--- config.mk ---
export PLATFORM = sky130hd
export DESIGN_NAME = traffic_light_ctrl
export DESIGN_NICKNAME = d
export VERILOG_FILES = /design/src/rtl/traffic_light_ctrl.sv
export SDC_FILE = /design/constraint.sdc
export NUM_CORES = 1
export LEC_CHECK = 0
export CORE_ASPECT_RATIO = 1.75
export CORE_UTILIZATION = 35
export CTS_BUF_LIST = sky130_fd_sc_hd__clkbuf_4 sky130_fd_sc_hd__clkbuf_8 sky130_fd_sc_hd__clkbuf_16
export DETAILED_ROUTE_END_ITERATION = 12
export HOLD_SLACK_MARGIN = 0.15
export PLACE_DENSITY = 0.6
export SYNTH_ARGS = -nofsm -noshare
export SYNTH_HDL_FRONTEND = slang
export SYNTH_SLANG_ARGS = --single-unit
--- constraint.sdc ---
create_clock -name clk -period 2.1 [get_ports clk]
set_input_delay 0.21 -clock clk [delete_from_list [all_inputs] [get_ports clk]]
set_output_delay 0.21 -clock clk [all_outputs]
set_load 0.05 [all_outputs]
--- src/rtl/traffic_light_ctrl.sv ---
// rtl/traffic_light_ctrl.sv - two-direction intersection light sequencer with pedestrian and emergency override
module traffic_light_ctrl #(
    parameter logic [31:0] CLK_DIV     = 32'd2000,
    parameter logic [4:0]  GREEN_TIME  = 5'd16,
    parameter logic [4:0]  YELLOW_TIME = 5'd3,
    parameter logic [4:0]  ALLRED_TIME = 5'd2,
    parameter logic [4:0]  PED_TIME    = 5'd5
) (
    input  logic       clk,
    input  logic       rst_n,
    input  logic       ped_req,
    input  logic       emergency,
    output logic [2:0] ns_light,
    output logic [2:0] ew_light,
    output logic [4:0] countdown_time,
    output logic       ped_pending
);

    typedef enum logic [2:0] {
        NS_GREEN,
        NS_YELLOW,
        ALLRED_B,
        EW_GREEN,
        EW_YELLOW,
        ALLRED_A,
        EMERG
    } state_t;

    // Light encoding is {red, yellow, green}.
    localparam logic [2:0] RED    = 3'b100;
    localparam logic [2:0] YELLOW = 3'b010;
    localparam logic [2:0] GREEN  = 3'b001;

    state_t      state;
    state_t      state_next;
    logic [31:0] div_cnt;
    logic [31:0] div_next;
    logic [4:0]  cd_next;
    logic        ped_next;
    logic [2:0]  ns_next;
    logic [2:0]  ew_next;
    logic        tick;
    logic        in_green;
    logic        yellow_entry;

    function automatic state_t succ_of(input state_t s);
        case (s)
            NS_GREEN:  succ_of = NS_YELLOW;
            NS_YELLOW: succ_of = ALLRED_B;
            ALLRED_B:  succ_of = EW_GREEN;
            EW_GREEN:  succ_of = EW_YELLOW;
            EW_YELLOW: succ_of = ALLRED_A;
            default:   succ_of = NS_GREEN;
        endcase
    endfunction

    function automatic logic [4:0] dur_of(input state_t s);
        case (s)
            NS_GREEN, EW_GREEN:   dur_of = GREEN_TIME;
            NS_YELLOW, EW_YELLOW: dur_of = YELLOW_TIME;
            ALLRED_A, ALLRED_B:   dur_of = ALLRED_TIME;
            default:              dur_of = 5'd0;
        endcase
    endfunction

    assign tick     = (div_cnt == CLK_DIV - 32'd1);
    assign in_green = (state == NS_GREEN) || (state == EW_GREEN);

    always_comb begin
        state_next = state;
        cd_next    = countdown_time;
        ped_next   = ped_pending;
        div_next   = div_cnt;

        if (emergency) begin
            // Override wins over tick and any pending pedestrian request.
            state_next = EMERG;
            cd_next    = 5'd0;
            div_next   = 32'd0;
            ped_next   = 1'b0;
        end else if (state == EMERG) begin
            // Prescaler stays at 0 so the clearance phase is a full ALLRED_TIME from exit.
            state_next = ALLRED_A;
            cd_next    = ALLRED_TIME;
            div_next   = 32'd0;
            ped_next   = ped_req;
        end else begin
            div_next = tick ? 32'd0 : div_cnt + 32'd1;
            if (tick) begin
                if (in_green && ped_pending && (countdown_time > PED_TIME)) begin
                    cd_next = PED_TIME;
                end else if (countdown_time == 5'd1) begin
                    state_next = succ_of(state);
                    cd_next    = dur_of(succ_of(state));
                end else begin
                    cd_next = countdown_time - 5'd1;
                end
            end
            if (ped_req) begin
                ped_next = 1'b1;
            end else if (yellow_entry) begin
                ped_next = 1'b0;
            end
        end
    end

    assign yellow_entry = (state_next != state) &&
                          ((state_next == NS_YELLOW) || (state_next == EW_YELLOW));

    always_comb begin
        ns_next = RED;
        ew_next = RED;
        case (state_next)
            NS_GREEN:  ns_next = GREEN;
            NS_YELLOW: ns_next = YELLOW;
            EW_GREEN:  ew_next = GREEN;
            EW_YELLOW: ew_next = YELLOW;
            default: begin
                ns_next = RED;
                ew_next = RED;
            end
        endcase
    end

    always_ff @(posedge clk or negedge rst_n) begin
        if (!rst_n) begin
            state          <= NS_GREEN;
            div_cnt        <= 32'd0;
            countdown_time <= GREEN_TIME;
            ns_light       <= GREEN;
            ew_light       <= RED;
            ped_pending    <= 1'b0;
        end else begin
            state          <= state_next;
            div_cnt        <= div_next;
            countdown_time <= cd_next;
            ns_light       <= ns_next;
            ew_light       <= ew_next;
            ped_pending    <= ped_next;
        end
    end

endmodule

==> results.json, run 1 <==
{
  "ys_ff_latch": 47,
  "grt.overflow.total": 0,
  "clock_path_buffers": 2,
  "critPathKind": "reg -> reg",
  "clk_latency_ns": 0.29,
  "final_cell_count_no_fill": 393,
  "cts_tree": "yes",
  "worst_slack_ns": 0.1337,
  "numCtsBuffers": 5,
  "seq_power_share_pct": 47.1,
  "pin_count": 16,
  "met2_usage_pct": 33.20,
  "first_pass_iters": 4,
  "diodes": 0,
  "ys.flop_type": "dfrtp_1",
  "crit_fanout": 10,
  "htreeDepth": 2,
  "fin_util_pct": 46.10,
  "post-route-period-util_pct": 93.63,
  "cp.required_ns": 2.32,
  "numPortBuffers": 15,
  "p_int_mw": 1.510,
  "dieArea_mm2": 0.007652,
  "die_height_um": 115.0,
  "leakage_nw": 1.250,
  "die_w_um": 66.56,
  "power_frac_comb_pct": 9.1,
  "synth_nets": 275,
  "yosys_warnings": 0,
  "clockPowerShare_pct": 43.7,
  "p_per_area_mw_per_mm2": 617.1,
  "grt_pass1_wl_mm": 10.40,
  "grt_max_degree": 31,
  "start_util_pct": 36.69,
  "dp_hpwl_mm": 4.222,
  "hp-class": "in -> async",
  "core_region_area_mm2": 0.006957,
  "setup.worst_path.start_class": "flip-flop",
  "drtIter0Drc": 46,
  "finalWirelength_mm": 5.858,
  "dpl_worst_slack_ns": 0.05675,
  "nets": 315,
  "setup_violations": 0,
  "finalCriticalPeriod_ns": 1.966,
  "gp_congestion": 0.8348,
  "syn_inst": 268,
  "grt_usage_pct": 18.07,
  "power.ir.vdd_worst_v": 0.0004134,
  "cts_root_buf": "clkbuf_16",
  "finalHoldViolations": 0,
  "num_vias": 2073,
  "vias_per_cell": 5.275,
  "setup_tns_ns": 0,
  "crit_arrival_ns": 2.19,
  "drv_slew": 0,
  "synth_cell_types": 48,
  "synth-async-reset-ratio_pct": 100.0,
  "met1_usage_pct": 19.63,
  "rsz0062_at_grt": "no",
  "cts.clk_slew.worst_paths_ns": 0.06,
  "clock_skew_ns": 0.005258,
  "status": "complete, no violations",
  "drc": 0,
  "layout_commonest_cell": "dfrtp_1",
  "syn_avg_cell_area_um2": 9.524,
  "netSwitchingPower_mw": 0.4692,
  "area_delta_synth_final_pct": 25.64,
  "synth_edf_count": 0,
  "use_met3_pct": 3.770,
  "ys_seq_area_share_pct": 46.23,
  "final_cell_mix": "dfrtp_1 (42), nor2_1 (39), buf_4 (27), xnor2_1 (22), nand3_1 (16)",
  "ant_nets": 0,
  "synth.cell_area_mm2": 0.002552,
  "switching_share_pct": 23.71,
  "relSlewSlack_pct": 62.29,
  "max_freq_mhz": 508.6,
  "grt_pass1_vias": 2163,
  "power_mw": 1.979,
  "grt_busiest_layer": "met2",
  "wl_per_cell_um": 14.91,
  "end_kind": "flip-flop",
  "drive_gt1_share_pct": 21.04,
  "cts_sinks": 47,
  "place_inst": 384,
  "tightest_slew_ns": 0.5657,
  "maxCapViolCount": 0,
  "antenna_found_initial": 0,
  "std_cell_rows": 40
}
## cells in the mapped netlist (2+ instances only)
cell type / instances / area share [%]
dfrtp_1: 44 / 43
nor2_1: 39 / 5.7
xnor2_1: 22 / 7.5
nand3_1: 16 / 3.1
nand2_1: 15 / 2.2
nor4_1: 14 / 3.4
a21oi_1: 11 / 2.2
inv_1: 10 / 1.5
nor3_1: 10 / 2.0
nand4_1: 9 / 2.2
xor2_1: 8 / 2.7
buf_2: 7 / 1.4
and3_1: 4 / 0.98
nor2b_1: 4 / 0.98
o21ai_0: 4 / 0.78
or3_1: 4 / 0.98
a211oi_1: 3 / 0.88
and4_1: 3 / 1.0
clkbuf_1: 3 / 0.44
dfstp_2: 3 / 3.1
ha_1: 3 / 1.5
a21o_1: 2 / 0.59
buf_6: 2 / 0.88
nor4b_1: 2 / 0.69
o21a_1: 2 / 0.59
or2_2: 2 / 0.49
## layer usage
metal | vias to the layer above | part of all wire [%]
met5 | - | 0
met4 | 0 | 1.5
met3 | 7 | 1.9
met2 | 22 | 57
met1 | 1026 | 39
li1 | 1018 | -
## registers in the layout, summed over array words and instances (netlist names)
signal / flops
countdown_time: 5
ns_light: 3
state: 3
div_cnt: 32
ew_light: 3
ped_pending: 1
## final timing paths
check	start	to	slack, ns	cells after the start
worst min-delay path	rst_n	div_cnt[13]$_DFF_PN0_	0.44	2
max in group asynchronous	rst_n	countdown_time[4]$_DFFE_PN1P_	1.05	3
worst min register to register	countdown_time[4]$_DFFE_PN1P_	countdown_time[4]$_DFFE_PN1P_	0.51	2
worst max register to register	div_cnt[1]$_DFF_PN0_	ns_light[0]$_DFF_PN1_	0.13	8
min in group clk	ped_req	ped_pending$_DFFE_PN0P_	0.51	2
worst max-delay path	div_cnt[1]$_DFF_PN0_	ns_light[0]$_DFF_PN1_	0.13	8
## stage by stage
| stage | cell area (um2) | hold slack, ns |
|---|---|---|
| final | 3207 | 0.4431 |
| after global routing | 3207 | 0.5021 |
| after CTS | 3162 | 0.4703 |
| after detailed placement | 2992 | 0.2415 |
| after global placement | 2992 | 0.2362 |
| after floorplan | 2567 | -0.08559 |
## area by class of cell
cell class / instances / area, um2
fill: 664 / 3750
multi-input combinational: 198 / 1313
sequential: 47 / 1182
timing repair buffer: 46 / 409.1
clock buffer: 8 / 160.2
tap: 84 / 105.1
inverter: 10 / 37.54
## worst max-delay path, cell delays in order (launching register included)
cell and delay [ns]:
dfrtp_1 0.39, ha_1 0.19, and3_1 0.19, nand4_1 0.08, buf_4 0.13, nor3_4 0.04, buf_6 0.14, or4_2 0.55
a21oi_2 0.17
## cells by family after synthesis
| logic type | after synthesis | share of synthesized area (%) |
|---|---|---|
| simple gates | 131 | 27.40 |
| fa+ha+maj | 3 | 1.471 |
| compound gates | 31 | 8.235 |
| buf+inv | 23 | 4.461 |
| flops | 47 | 46.23 |
| xor+xnor | 31 | 11.37 |
| mux | 2 | 0.8333 |
## timing repair
item / in CTS / in global routing
setup endpoints to repair: 0 / 45
endpoints found under the hold margin: 20 / 0
buffers inserted: 0 / 0
hold buffers: 1 / 0
resized for setup: 0 / 8
## power by group through the flow
stage | sequential (mW) | combinational (mW) | clock (mW)
2_1_floorplan | 0.970 | 0.0848 | 0
4_1_cts | 0.933 | 0.183 | 0.881
3_5_place_dp | 0.950 | 0.180 | 0
3_3_place_gp | 0.949 | 0.180 | 0
6_report | 0.933 | 0.181 | 0.865
5_1_grt | 0.934 | 0.200 | 0.918
No activity file was read; power rests on OpenSTA's default activity.
==> inputs of run 2 (changes only) <==
Settings changed: GPL_TIMING_DRIVEN set to 0.
==> results.json, run 2 (synthesis gave the netlist of run 1 again) <==
{
  "htreeDepth": 2,
  "critPathMaxStageDelay_ns": 0.45,
  "reg_top3": "div_cnt x32, countdown_time x5",
  "max_freq_mhz": 486.8,
  "status": "complete, no violations",
  "drtIter0Drc": 53,
  "finalWirelength_mm": 5.680,
  "finalCriticalPeriod_ns": 2.054,
  "area_delta_synth_final_pct": 23.68,
  "grt_max_degree": 37,
  "grt_pass1_vias": 2078,
  "std_cell_rows": 40,
  "ant_nets": 0,
  "numPortBuffers": 15,
  "grt_pass1_wl_mm": 9.653,
  "crit_path_top_delay_cell": "or4b_4",
  "cts.clk_slew.worst_paths_ns": 0.06,
  "met2_usage_pct": 30.10,
  "maxCapViolCount": 0,
  "setup_violations": 0,
  "numCtsBuffers": 5,
  "final_cell_mix": "dfrtp_1 (40), nor2_1 (39), xnor2_1 (22), nand3_1 (16), nand2_1 (15)",
  "antenna_found_initial": 0,
  "clk_latency_ns": 0.28,
  "leakage_nw": 1.185,
  "crit_fanout": 5,
  "pin_count": 16,
  "dieArea_mm2": 0.007652,
  "power_mw": 2.043,
  "grt_usage_pct": 16.43,
  "clock_skew_ns": 0.002189,
  "end_kind": "flip-flop",
  "regMostFlops": "div_cnt",
  "die_w_um": 66.56,
  "drv_slew": 0,
  "cpLargestDelayFamily": "simple AND/OR/NAND/NOR gates",
  "cts_sinks": 47,
  "multi_input_area_mm2": 0.001330,
  "final_cell_count_no_fill": 385,
  "num_vias": 2063,
  "gp_congestion": 0.8367,
  "diodes": 0,
  "first_pass_iters": 4,
  "start_util_pct": 36.69,
  "rsz0062_at_grt": "yes",
  "placed_area_mm2": 0.002838,
  "nets": 307,
  "fin_util_pct": 45.38,
  "holdWs_ns": 0.3485,
  "critPathKind": "reg -> reg",
  "power.ir.vdd_worst_v": 0.0004619,
  "post-route-period-util_pct": 97.82,
  "final-seq-area_mm2": 0.001185,
  "crit_chain": "inv_2, ha_4, or4b_4, buf_6, nor3_4, buf_4, o21ai_0, a21o_1",
  "drc": 0,
  "tightest_slew_ns": 0.5398,
  "core_region_area_mm2": 0.006957,
  "largest_register_ffs": 32,
  "grt_busiest_layer": "met2",
  "wl_per_cell_um": 14.75,
  "place_inst": 368,
  "layout_commonest_cell": "dfrtp_1",
  "cp.required_ns": 2.31,
  "met1_usage_pct": 18.39,
  "vias_per_cell": 5.358,
  "final_cell_area_mm2": 0.003157,
  "p_per_area_mw_per_mm2": 647.2,
  "fill_cells": 664,
  "setup.worst_path.start_class": "flip-flop",
  "drive_gt1_share_pct": 19.93,
  "cts_root_buf": "clkbuf_16",
  "grt.overflow.total": 0,
  "cts_tree": "yes",
  "finalHoldViolations": 0,
  "hp-class": "in -> async",
  "dp_hpwl_mm": 3.941,
  "crit_arrival_ns": 2.27,
  "clock_path_buffers": 2,
  "die_height_um": 115.0,
  "use_met3_pct": 1.984,
  "relSlewSlack_pct": 63.73,
  "path_buf_inv": 3
}
## run 2: cell count changes in the layout (fill, tap and decap cells not counted), moves of 2 or more
| cell | before | now |
|---|---|---|
| buf_2 | 1 | 4 |
| buf_4 | 27 | 9 |
| buf_6 | 1 | 3 |
| clkbuf_1 | 0 | 3 |
| clkbuf_4 | 1 | 3 |
| dfrtp_1 | 42 | 40 |
| dfrtp_2 | 2 | 4 |
| nor4b_1 | 2 | 0 |
| nor4b_2 | 0 | 2 |
## run 2: timing repair
| action | in CTS | in global routing |
|---|---|---|
| cloned | 0 | 1 |
| endpoints found under the setup margin | 31 | 42 |
| hold buffers | 1 | 0 |
| setup buffers | 2 | 5 |
| pin swaps | 2 | 4 |
| hold endpoints to repair | 46 | 0 |
| resized for setup | 3 | 20 |
## run 2: path summary, 6_finish.rpt
path | startpoint | end | slack [ns] | cells after the start
setup / recovery | countdown_time[1]$_DFFE_PN0P_ | ew_light[2]$_DFF_PN1_ | 0.05 | 8
hold / removal | rst_n | div_cnt[10]$_DFF_PN0_ | 0.35 | 2
setup reg to reg | countdown_time[1]$_DFFE_PN0P_ | ew_light[2]$_DFF_PN1_ | 0.05 | 8
hold reg to reg | div_cnt[0]$_DFF_PN0_ | div_cnt[0]$_DFF_PN0_ | 0.50 | 1
max in group asynchronous | rst_n | countdown_time[4]$_DFFE_PN1P_ | 1.20 | 3
min in group clk | div_cnt[0]$_DFF_PN0_ | div_cnt[0]$_DFF_PN0_ | 0.50 | 1
## run 2: power by group
part	total [mW]	leakage, nW	switching (mW)	internal, mW
Clock	0.922	0.0868	0.330	0.592
Combinational	0.189	0.478	0.114	0.0750
Sequential	0.932	0.620	0.0132	0.919
## run 2: cell type report
class	instances	area share, %
plain buffers	13	2.854
clock buffers	6	4.400
clock inverters	2	1.110
inverters	10	1.189
multi-input cells	198	42.13
flip-flops and latches	47	37.53
well taps	84	3.329
repair buffers	25	7.451
## run 2: layer usage
layer | up-vias | part of all wire (%)
met5 | - | 0
met4 | 0 | 1.9
met3 | 7 | 1.7
met2 | 35 | 57
met1 | 1017 | 40
li1 | 1004 | -
## run 2: per-stage QoR
stage               TNS, ns  worst slack [ns]
floorplan                 0           0.02267
global placement     -28.04           -0.7152
detailed placement   -3.756           -0.1376
CTS                       0          0.002317
global route        -0.4848          -0.03074
finish                    0           0.04569
==> RTL change, RTL diff (settings of run 1) <==
Put one more register stage on the output `ns_light`, cleared by the reset. The value now appears one clock later. The other outputs are not delayed to match.
--- a/src/rtl/traffic_light_ctrl.sv
+++ b/src/rtl/traffic_light_ctrl.sv
@@ -30,6 +30,8 @@
     localparam logic [2:0] RED    = 3'b100;
     localparam logic [2:0] YELLOW = 3'b010;
     localparam logic [2:0] GREEN  = 3'b001;
+
+    logic [2:0] ns_light_s0;
 
     state_t      state;
     state_t      state_next;
@@ -127,18 +129,26 @@
             state          <= NS_GREEN;
             div_cnt        <= 32'd0;
             countdown_time <= GREEN_TIME;
-            ns_light       <= GREEN;
+            ns_light_s0    <= GREEN;
             ew_light       <= RED;
             ped_pending    <= 1'b0;
         end else begin
             state          <= state_next;
             div_cnt        <= div_next;
             countdown_time <= cd_next;
-            ns_light       <= ns_next;
+            ns_light_s0    <= ns_next;
             ew_light       <= ew_next;
             ped_pending    <= ped_next;
         end
     end
 
+    always_ff @(posedge clk or negedge rst_n) begin
+        if (!rst_n) begin
+            ns_light <= '0;
+        end else begin
+            ns_light <= ns_light_s0;
+        end
+    end
+
 endmodule
 
Check against the original RTL: not equivalent (Yosys sat finds a counterexample within 4 cycles, from zero or initial values and one cycle with rst_n low).
==> RTL change against run 1 <==
Via count shrank 0.29%; worst setup slack got worse by 37 ps; sequential share of layout area up 2.7 points; utilization shrank 0.40 points; cell area decreased by 0.86%; critical path depth decreased by 3; sequential cell count up 3; highest routed layer unchanged; count of clock-buffer cells in the layout down 3; power fell by 1.8%; synthesized area grew 0.25%; routed wire length shrank 5.4%; critical endpoint is now state[2]; die area increased by 0.24%; largest cell class is now flip-flops and latches; non-clock buffer count did not move.
==> RTL change: results (changes against run 1) <==
Outcome
  • Run status: finished, final reports clean

Global routing
  • Global-route track usage on met2: 30.3% (-2.9 points)
  • Met1 Use GR: 18.3% (-1.3 points)
  • Number of global-route vias before repair: 2,121 (-1.9%)
  • First-pass GRT wire length: 9740 µm (-6.4%)
  • Pin count of the biggest net entering global routing: 51 (+65%)

Drt
  • Vias per cell: 5.26 (-0.29%)
  • DRT Wirelength: 5540 µm (-5.4%)
  • Wire length on met2: 3170 µm (-5.6%)
  • DRT Pass-1 Iters: 5 (+1)
  • M1 WL: 2130 µm (-7.3%)

Logic synthesis
  • Top post-synthesis cells by count: nor2_1 (48), dfrtp_1 (47), xor2_1 (22)
  • Synth Instances: 266 (-0.75%)

Placement
  • Cell Area, Placed: 2990 µm² (about the same)
  • Post-Place Worst Slack: 88.8 ps (+32.0 ps)
  • Placed Instances: 383 (-0.26%)

Pwr
  • Worst vdd ir: 385 µV (-7.0%)
  • P_sw: 0.474 mW (+1.0%)
  • Seq pwr share: 50.9% (+3.8 points)
  • Internal Power: 1.47 mW (-2.6%)
  • P_leak: 1.32 nW (+5.9%)

STA
  • Hold_ws: 350 ps (-92.7 ps)
  • Final setup margin: 97.2 ps (-36.5 ps)
  • Worst-margin pin slew: 637 ps (+71.6 ps)
  • Setup Skew: 8.12 ps (+2.86 ps)

Setup path
  • Max FO, Critical Path: 9 (-1)
  • Critical path's slowest cell: or3_1

Finish
  • Area Overhead vs Synth: 24.3%
  • Ratio of cells with drive above 1 in the final layout: 17.2% (-3.9 points)
-- RTL change: cell families after synthesis --
| kind of cell | count (synthesis) | synth area share [%] |
|---|---|---|
| AO/OA/AOI/OAI | 28 | 7.68 |
| flip-flops | 50 | 49.0 |
| adder cells (fa/ha/maj) | 3 | 1.47 |
| XOR/XNOR | 31 | 10.6 |
| buffers and inverters | 20 | 3.76 |
| AND/OR/NAND/NOR | 134 | 27.4 |
-- RTL change: layout make-up --
cell class | instances | share of cell area, %
clock inverter | 3 | 0.787
inverter | 9 | 1.06
timing repair buffer | 46 | 12.4
clock buffer | 5 | 3.94
sequential | 50 | 39.6
tap | 84 | 3.31
multi-input combinational | 196 | 39.0
-- RTL change: worst paths after layout --
check                                    end  cells past startpoint
hold reg to reg                  ns_light[1]                      0
min in group asynchronous        ew_light[0]                      3
hold / removal                   ns_light[1]                      0
setup / recovery                    state[2]                      5
max in group asynchronous  countdown_time[1]                      3
setup reg to reg                    state[2]                      5
